$ cat config.mk
export PLATFORM = sky130hd
export DESIGN_NAME = fetch_unit
export DESIGN_NICKNAME = d
export VERILOG_FILES = /design/src/rtl/fetch_unit.sv
export SDC_FILE = /design/constraint.sdc
export NUM_CORES = 1
export LEC_CHECK = 0
export BUFFER_PORTS_ARGS = -buffer_cell sky130_fd_sc_hd__clkbuf_2
export CORE_MARGIN = 2
export CORE_UTILIZATION = 45
export DETAILED_ROUTE_END_ITERATION = 7
export MAX_ROUTING_LAYER = met4
export PLACE_DENSITY = 0.69
export SYNTH_ARGS = -nofsm -noshare
export SYNTH_HDL_FRONTEND = slang
export SYNTH_SLANG_ARGS = --single-unit
$ cat constraint.sdc
create_clock -name clk -period 6.2 [get_ports clk]
set_input_delay 0.31 -clock clk [delete_from_list [all_inputs] [get_ports clk]]
set_output_delay 0.31 -clock clk [all_outputs]
set_load 0.1 [all_outputs]
$ cat src/rtl/fetch_unit.sv
// Instruction fetch: owns the PC, reads a combinational imem and buffers {pc, instr} toward decode.
// Build option FETCH_ALIGN_CHECK_EN: misaligned redirects halt fetch and raise a sticky misaligned flag.
module fetch_unit #(
  parameter logic [31:0] RESET_PC = 32'h0000_0000,
  parameter int          QDEPTH   = 2
) (
  input  logic        clk,
  input  logic        reset,
  output logic [31:0] imem_addr,
  input  logic [31:0] imem_instr,
  input  logic        redirect_valid,
  input  logic [31:0] redirect_pc,
`ifdef FETCH_ALIGN_CHECK_EN
  output logic        misaligned,
`endif
  output logic        out_valid,
  input  logic        out_ready,
  output logic [31:0] out_pc,
  output logic [31:0] out_instr
);

  localparam int          PW   = (QDEPTH > 1) ? $clog2(QDEPTH) : 1;
  localparam int          CW   = $clog2(QDEPTH + 1);
  localparam logic [31:0] NOP  = 32'h0000_0013;
  localparam logic [CW-1:0] FULL = CW'(QDEPTH);

  logic [31:0]   pc;
  logic [31:0]   q_pc    [QDEPTH];
  logic [31:0]   q_instr [QDEPTH];
  logic [PW-1:0] head;
  logic [PW-1:0] tail;
  logic [CW-1:0] count;
  logic          halted;
  logic          push;
  logic          pop;
  logic          empty;
  logic [31:0]   redirect_target;

`ifdef FETCH_ALIGN_CHECK_EN
  // The raw target is loaded even when misaligned; the halt keeps it from being fetched.
  assign redirect_target = redirect_pc;
  assign misaligned      = halted;

  always_ff @(posedge clk) begin
    if (reset) begin
      halted <= 1'b0;
    end else if (redirect_valid) begin
      halted <= (redirect_pc[1:0] != 2'b00);
    end
  end
`else
  logic unused_align;
  assign unused_align    = ^redirect_pc[1:0];
  assign redirect_target = {redirect_pc[31:2], 2'b00};
  assign halted          = 1'b0;
`endif

  assign empty     = (count == '0);
  // Gated by redirect so nothing reaches decode in a flush cycle.
  assign out_valid = !empty && !redirect_valid;
  assign pop       = out_valid && out_ready;
  assign push      = !redirect_valid && !halted && ((count != FULL) || pop);
  assign imem_addr = pc;
  assign out_pc    = empty ? 32'h0 : q_pc[head];
  assign out_instr = empty ? NOP   : q_instr[head];

  always_ff @(posedge clk) begin
    if (reset) begin
      pc    <= RESET_PC;
      head  <= '0;
      tail  <= '0;
      count <= '0;
    end else if (redirect_valid) begin
      pc    <= redirect_target;
      head  <= '0;
      tail  <= '0;
      count <= '0;
    end else begin
      if (push) begin
        pc   <= pc + 32'd4;
        tail <= tail + 1'b1;
      end
      if (pop) begin
        head <= head + 1'b1;
      end
      if (push && !pop) begin
        count <= count + 1'b1;
      end else if (pop && !push) begin
        count <= count - 1'b1;
      end
    end
  end

  always_ff @(posedge clk) begin
    if (push) begin
      q_pc[tail]    <= pc;
      q_instr[tail] <= imem_instr;
    end
  end

endmodule

# After elaboration in Yosys (flattened, before gate mapping)
# Memory sizes are Yosys's and may differ from the RTL's. A register that Yosys moved wholly into a read port is not among the register bits.
# Cells that the tools add are included.
# Widths: inputs -> output; s select.
word_totals:
  reg_bits: 36
  ramBits: 128
  in_bits: 68
  out_inout_bits: 97
  wordCells: 39
  memories: 2
classes:
  n_addsub: 5
  n_eq_ne: 1
  muxes: 12
  reduce_logical: 14
memory_table:
  columns: ["memory", "words", "word_bits", "rd", "rd_clocked_by_memory_dff", "write_ports", "line", "source"]
  rows:
  - ["q_instr", 2, 32, 1, 1, 1, "29", "logic [31:0] q_instr [QDEPTH];"]
  - ["q_pc", 2, 32, 1, 1, 1, "28", "logic [31:0] q_pc [QDEPTH];"]
op_table:
  columns: ["operator", "count"]
  rows:
  - ["$mux 32", 4]
  - ["$add 32x3->32 const B", 1]
  - ["$mux 1", 6]
  - ["$logic_and 1x1->1", 5]
  - ["$logic_not 1->1", 4]
  - ["$mux 2", 2]
  - ["$reduce_bool 2->1", 2]
  - ["$add 1x1->1 const B", 2]
  - ["$add 2x1->2 const B", 1]
  - ["$logic_not 2->1", 1]
  - ["$ne 2x2->1 const B", 1]
  - ["$reduce_or 2->1", 1]
  - ["$sub 2x1->2 const B", 1]
  - ["$logic_or 1x1->1", 1]

# Depth between registers and ports, before layout
# Gate-level depths: netlist (run 1).
depth:
  depth_word: 10
  depth_mapped: 10
  mapped_depth_nobuf: 8

# Worst setup path before layout (run 1)
# No wires, ideal clock.
synth_timing:
  path_type: "in2reg"
  startpoint: "input port redirect_valid"
  endpoint: "memory q_instr[0][0], enable pin"
  setup_ps: 558
  arrival_ps: 5167
  required_ps: 5642
  setup_slack_ps: 475
  cell_stages: 4
  n_path_buf: 3
  cell_sequence: "buf_2 -> buf_1 -> clkbuf_1 -> nor3_1"
synth_between:
  elab_chain_len: 7
synth_lines:
  columns: ["element", "line", "source"]
  rows:
  - ["start: declaration", "11", "input logic redirect_valid,"]
  - ["$logic_not 1->1 *", "60, 62", null]
  - ["$logic_and 1x1->1", "60", "assign out_valid = !empty && !redirect_valid;"]
  - ["$logic_and 1x1->1", "61", "assign pop = out_valid && out_ready;"]
  - ["$logic_or 1x1->1", "62", "assign push = !redirect_valid && !halted && ((count != FULL) || pop);"]
  - ["$logic_and 1x1->1 *", "62", null]
  - ["$mux 1 *", "95", "if (push) begin"]
  - ["$mux 1 (not written as such) *", "97", "q_instr[tail] <= imem_instr;"]
  - ["end: declaration", "29", null]
# Mark *: on every way between the ends. The rest lies on a longest branch, timed or not.

# Worst setup path in the final report (run 1)
layout_timing:
  startpoint: "input port redirect_valid"
  endpoint: "memory q_pc[1][11], enable pin"
layout_between:
  elab_chain_len: 7
layout_lines:
  columns: ["element", "line", "source"]
  rows:
  - ["$logic_not 1->1 *", "60, 62", null]
  - ["$logic_and 1x1->1", "60", null]
  - ["$logic_and 1x1->1", "61", null]
  - ["$logic_or 1x1->1", "62", null]
  - ["$logic_and 1x1->1 *", "62", null]
  - ["$mux 1 *", "95", null]
  - ["$mux 1 (not written as such) *", "96", "q_pc[tail] <= pc;"]
  - ["end: declaration", "28", null]
# Marks and branches as above.

==> metrics.md, run 1 <==
| Metric | Value |
|---|---|
| Status | `finished clean` |
| Hold/Removal Path Class | `in2reg` |
| Yosys top cell by area | `edfxtp_1` |
| Clock skew | `approximately 9.4 ps` |
| # DRC | `0` |
| Die ar. | `0.0160 sq mm` |
| Grt ovf | `0` |
| Antenna Nets Post-Route | `0` |
| Vias after detailed routing | `4770` |
| Most frequent cells in the layout | `clkbuf_2 (158), edfxtp_1 (124), nor2_1 (91)` |
| Reg2reg path depth | `5` |
| Critical-path top delay cell | `buf_4` |
| Clk_lat worst skew | `around 420 ps` |
| Critical Path Source Type | `input port` |
| Initial DRC count | `380` |
| Area of the multi-input gates | `around 0.0022 sq mm` |
| WP data required | `between 6000 and 7000 ps` |
| Largest net degree at the start of global routing | `63` |
| Via density | `between 5 and 6` |
| FF/Latch Area | `approximately 0.0044 sq mm` |
| Crit path DAT | `about 2800 ps` |
| Total wire length | `about 15 mm` |
| PortBufs | `about 160` |
| Post-synth EDFFs | `around 120` |
| # hold bufs at CTS | `0` |
| Count of cell types in the netlist | `between 40 and 50` |
| Post-Syn Instances | `between 500 and 600` |
| Total core area | `between 0.01 and 0.015 sq mm` |
| Vias in the first global route | `around 4600` |
| Die X | `between 100 and 150 um` |
| Area contributors post-synth | `edfxtp_1 (55%), dfxtp_1 (10%), mux2i_1 (9.3%)` |
| Area growth syn-to-layout | `22.0%` |
| CP max stage delay | `a little under 600 ps` |
| Worst-path clk slew | `about 60 ps` |
| Initial core utilization | `46.4%` |
| # nets final | `between 700 and 800` |
| Pwr Density | `341 mW/mm^2` |
| Leak | `between 3 and 4 nW` |
| Period minus WS final | `2740 ps` |
| # setup viols final | `0` |
| Maximum VDD drop | `0.000203 V` |
| Initial antenna violation count | `0` |
| Top FF cell, synth | `edfxtp_1` |
| Cell Area, Synth | `approximately 0.0068 sq mm` |
| Total clock sinks | `159` |
| WP buf/inv | `2` |
| Syn avg cell area | `12.7 sq um` |
| Worst Max-Slew Pin Slew | `~1100 ps` |
| Instance count on the critical path | `6` |
| Place WS | `about 3000 ps` |
| Max-cap violations | `0` |
| First-pass GRT wire length | `approximately 23 mm` |
| Hold Path Depth | `1` |
| Routed wire per std cell | `16.7 um` |
| Worst slew margin | `between 20% and 30%` |
| Post-CTS setup repair buffer count | `0` |
| Most frequent cell on the critical path | `nor2_1` |
| CTS max path bufs | `2` |
| TritonRoute pass-1 iters | `5` |
| Filler cell count | `1226` |
| Die Y | `around 130 um` |
| I/O pins | `around 170` |
| #FFs+latches synth | `roughly 160` |
| Post-layout util | `56.6%` |
| Max Slew Vio Count | `0` |
| Critical Path Fanout Max | `44` |
| H-Tree Depth | `4` |
| Top cell family by delay on the critical path | `simple AND/OR/NAND/NOR gates` |
| Async S/R FF share, synth | `0%` |
| Final worst setup slack | `between 3000 and 4000 ps` |
| Synthesis Warnings | `0` |
| Share of layout cells above drive strength 1 | `between 20% and 30%` |
| Num CTS Buffers | `17` |
| Fmax | `365 MHz` |
| CTS tree | `built` |
| Hold Fails Final Rpt | `0` |
| Total GRT Usage | `19.0%` |
| RSZ-0062 raised after global routing | `no` |
| Std-Cell Rows | `between 40 and 50` |
| Most common cell after layout, fill and taps aside | `clkbuf_2` |
| Crit path cell chain | `clkbuf_2 -> nor2b_1 -> nor2_1 -> nor2_1 -> and2_2 -> buf_4` |
| Seq/Total Area, Yosys | `between 60% and 70%` |
| CTS root buf | `clkbuf_16` |
| N_diodes | `0` |
| Area share of the largest cell type after synthesis | `between 50% and 60%` |
| Fin crit share | `between 40% and 50%` |
| Worst Setup End Kind | `flop` |
| Crit Path Class | `in2reg` |
| Hpwl dp | `slightly below 10 mm` |
| Post_cts resized | `0` |
| Sum Neg Setup Slack | `0 ps` |
| GP Congestion | `~0.8` |
==> kinds of logic after synthesis <==
| logic type | synth area share (%) |
|---|---|
| flops | 65.4 |
| mux | 9.32 |
| other cells | 0.0554 |
| simple gates | 13.0 |
| buf+inv | 3.05 |
| fa+ha+maj | 0.370 |
| xor+xnor | 1.55 |
| compound gates | 7.21 |
==> flip-flops by register name (all words and copies together), names as in the netlist, named ones only <==
name       count
count          2
head           1
imem_addr     30
q_instr       64
q_pc          60
tail           1
==> cell usage after synthesis, types with 6 or more instances <==
master / count
nor3_1: 9
nor2_1: 92
dfxtp_1: 35
inv_1: 9
nand2_1: 17
or3_1: 7
or4_1: 7
and3_1: 6
clkbuf_1: 26
mux2i_1: 63
nand3_1: 11
a311oi_1: 9
nor4_1: 7
a211oi_1: 11
edfxtp_1: 124
o21ai_0: 12
and4_1: 6
a21oi_1: 6
xor2_1: 8
a2111oi_0: 7
==> power breakdown <==
group	switching, mW	total (mW)	internal [mW]	leakage [nW]
logic	0.448	0.539	0.0911	1.31
clock network	0.399	1.01	0.609	0.266
registers	0.0492	1.27	1.22	1.47
total	0.896	2.82	1.92	3.05
==> cell type report <==
class                   count  area share (%)
clock inverters            11            1.39
repair buffers            163            10.0
inverters                   9           0.409
well taps                 184            2.79
clock buffers              21            5.58
flip-flops and latches    159            53.6
multi-input cells         328            26.2
==> metrics by stage <==
step	hold slack (ps)	cell area (sq um)	power, mW	instances
finish	76.3	8260	2.82	875
floorplan	409	6780	1.73	535
global route	58.3	8260	2.91	875
detailed placement	506	7680	1.83	843
global placement	499	7680	1.82	843
CTS	54.6	8260	2.84	875
==> path summary, 6_finish.rpt <==
path	slack (ps)	start	to
min reg2reg	530	imem_addr[27]	q_pc[0][27]
max	3460	redirect_valid	q_pc[1][11]
min	80	imem_instr[31]	q_instr[0][31]
max reg2reg	3500	count[0]	q_pc[1][11]
==> routing by layer <==
metal	GRT usage, %	part of all wire [%]	up-vias
met5	-	0	-
met4	6.59	1.4	0
met3	4.56	5.5	18
met2	30.3	49	177
met1	24.0	44	2287
li1	-	-	2288
No activity file was read; power rests on OpenSTA's default activity.
==> run 2: changes to the inputs <==
Clock period 6.2 ns to 2.7 ns, I/O delays scaled along.
==> metrics.md, run 2 (synthesized netlist as in run 1, its figures left out) <==
| Metric | Value |
|---|---|
| Status | `finished clean` |
| Most frequent cells in the layout | `clkbuf_2 (158), edfxtp_1 (124), nor2_1 (89)` |
| Grt ovf | `0` |
| Maximum VDD drop | `0.000397 V` |
| Placed instance area | `a little under 0.008 sq mm` |
| GP Congestion | `around 0.77` |
| Max-cap violations | `0` |
| Hpwl dp | `10.5 mm` |
| Post-CTS setup repair buffer count | `0` |
| Std-Cell Rows | `between 40 and 50` |
| Worst Max-Slew Pin Slew | `860 ps` |
| CP Launch Point | `count[0]` |
| # setup viols final | `0` |
| Total clock sinks | `roughly 160` |
| Clk_lat worst skew | `between 400 and 500 ps` |
| Worst Setup End Kind | `output port` |
| Die X | `roughly 130 um` |
| Final worst setup slack | `290 ps` |
| TritonRoute pass-1 iters | `6` |
| Place WS | `about 430 ps` |
| Worst r2r src | `imem_addr[13]` |
| Vias in the first global route | `a little under 5000` |
| Total wire length | `between 15 and 20 mm` |
| Crit path DAT | `approximately 2300 ps` |
| Most common cell after layout, fill and taps aside | `clkbuf_2` |
| Placed cells | `roughly 850` |
| Initial DRC count | `325` |
| Worst-path clk slew | `around 60 ps` |
| PortBufs | `158` |
| Crit path to | `out_instr[21]` |
| Share of layout cells above drive strength 1 | `between 20% and 30%` |
| Worst slew margin | `between 40% and 50%` |
| Fin crit share | `between 80% and 90%` |
| Crit Path Class | `reg2out` |
| Hold Fails Final Rpt | `0` |
| Vias after detailed routing | `roughly 5000` |
| Largest net degree at the start of global routing | `47` |
| I/O pins | `about 170` |
| Area growth syn-to-layout | `32.9%` |
| Die ar. | `about 0.016 sq mm` |
| Total core area | `about 0.015 sq mm` |
| N_diodes | `0` |
| Fmax | `between 400 and 500 MHz` |
| Design area | `between 0.008 and 0.009 sq mm` |
| Initial antenna violation count | `0` |
| Max Slew Vio Count | `0` |
| Period minus WS final | `around 2400 ps` |
| WP data required | `between 2000 and 3000 ps` |
| Routed wire per std cell | `between 15 and 20 um` |
| Critical Path Fanout Max | `30` |
| CTS root buf | `clkbuf_16` |
| Filler cell count | `1130` |
| Total GRT Usage | `20.3%` |
| Initial core utilization | `a little under half` |
| # DRC | `0` |
| RSZ-0062 raised after global routing | `no` |
| Most flops, register | `q_instr` |
| First-pass GRT wire length | `roughly 24 mm` |
| Via density | `5.36` |
| Layout Cells excl Fill | `between 900 and 1000` |
| Reg2reg path depth | `4` |
| Critical Path Source Type | `flop` |
| Largest register FFs | `64` |
| Post-layout util | `between 60% and 70%` |
| # nets final | `814` |
| H-Tree Depth | `4` |
| Hold/Removal Path Class | `in2reg` |
| FF-to-FF End | `imem_addr[24]` |
| CTS tree | `built` |
| Die Y | `around 130 um` |
| Antenna Nets Post-Route | `0` |
| Num CTS Buffers | `17` |
| Pwr Density | `about 750 mW/mm^2` |
| Clock skew | `5.93 ps` |
| R2R Setup Slk | `roughly 420 ps` |
| Leak | `3.38 nW` |
| CTS max path bufs | `2` |
## run 2: cell count changes in the layout (fill, tap and decap cells not counted), sizes merged
cell         previous run  this run
clkinv                  4         2
clkinvlp                5         0
nor2                   92        93
clkbuf                179       184
dlygate4sd3             0        54
buf                     5        16
bufinv                  2         4
## run 2: repair_timing
item / CTS / global route
hold endpoints to repair: 86 / 0
hold buffers: 54 / 0
endpoints found under the setup margin: 0 / 30
resized for setup: 0 / 0
## run 2: cell type report
class                           instances  area, sq um  share of cell area [%]
Timing Repair Buffer                  228         1480                    16.4
Tap cell                              184          230                    2.56
Inverter                                9         33.8                   0.376
Clock buffer                           26          489                    5.44
Clock inverter                          6          130                    1.45
Sequential cell                       159         4440                    49.4
Multi-Input combinational cell        329         2190                    24.4
## run 2: worst min-delay path by stage
stage	start	endpoint	slack [ps]	cells past startpoint
floorplan	imem_instr[0]	q_instr[0][0]	230	0
global placement	imem_instr[20]	q_instr[1][20]	320	1
detailed placement	imem_instr[20]	q_instr[0][20]	330	1
CTS	redirect_pc[21]	imem_addr[21]	6	3
global route	redirect_pc[21]	imem_addr[21]	20	3
finish	redirect_pc[21]	imem_addr[21]	20	3
## run 2: routing by layer
layer	GRT usage, %	vias to the layer above	part of all wire, %
met5	-	-	0
met4	8.60	0	2.1
met3	3.29	27	5.0
met2	31.3	177	47
met1	26.8	2413	46
li1	-	2428	-
## run 2: power by group
part / switching [mW] / leakage, nW / internal (mW)
Combinational: 1.06 / 1.61 / 0.274
Sequential: 0.110 / 1.47 / 2.81
Clock: 0.887 / 0.303 / 1.62
## run 2: per-stage QoR
step	power (mW)	hold slack, ps	TNS [ps]
floorplan	3.98	234	-23.8
global placement	4.21	324	0
detailed placement	4.24	329	0
CTS	6.79	6.03	0
global route	6.97	20.7	0
finish	6.76	16.0	0
## run 2: critical path, stage by stage, from the launching register on
cell and delay [ps]:
dfxtp_1 460, nor2_4 480, buf_4 400, nor2_1 100, clkbuf_2 380
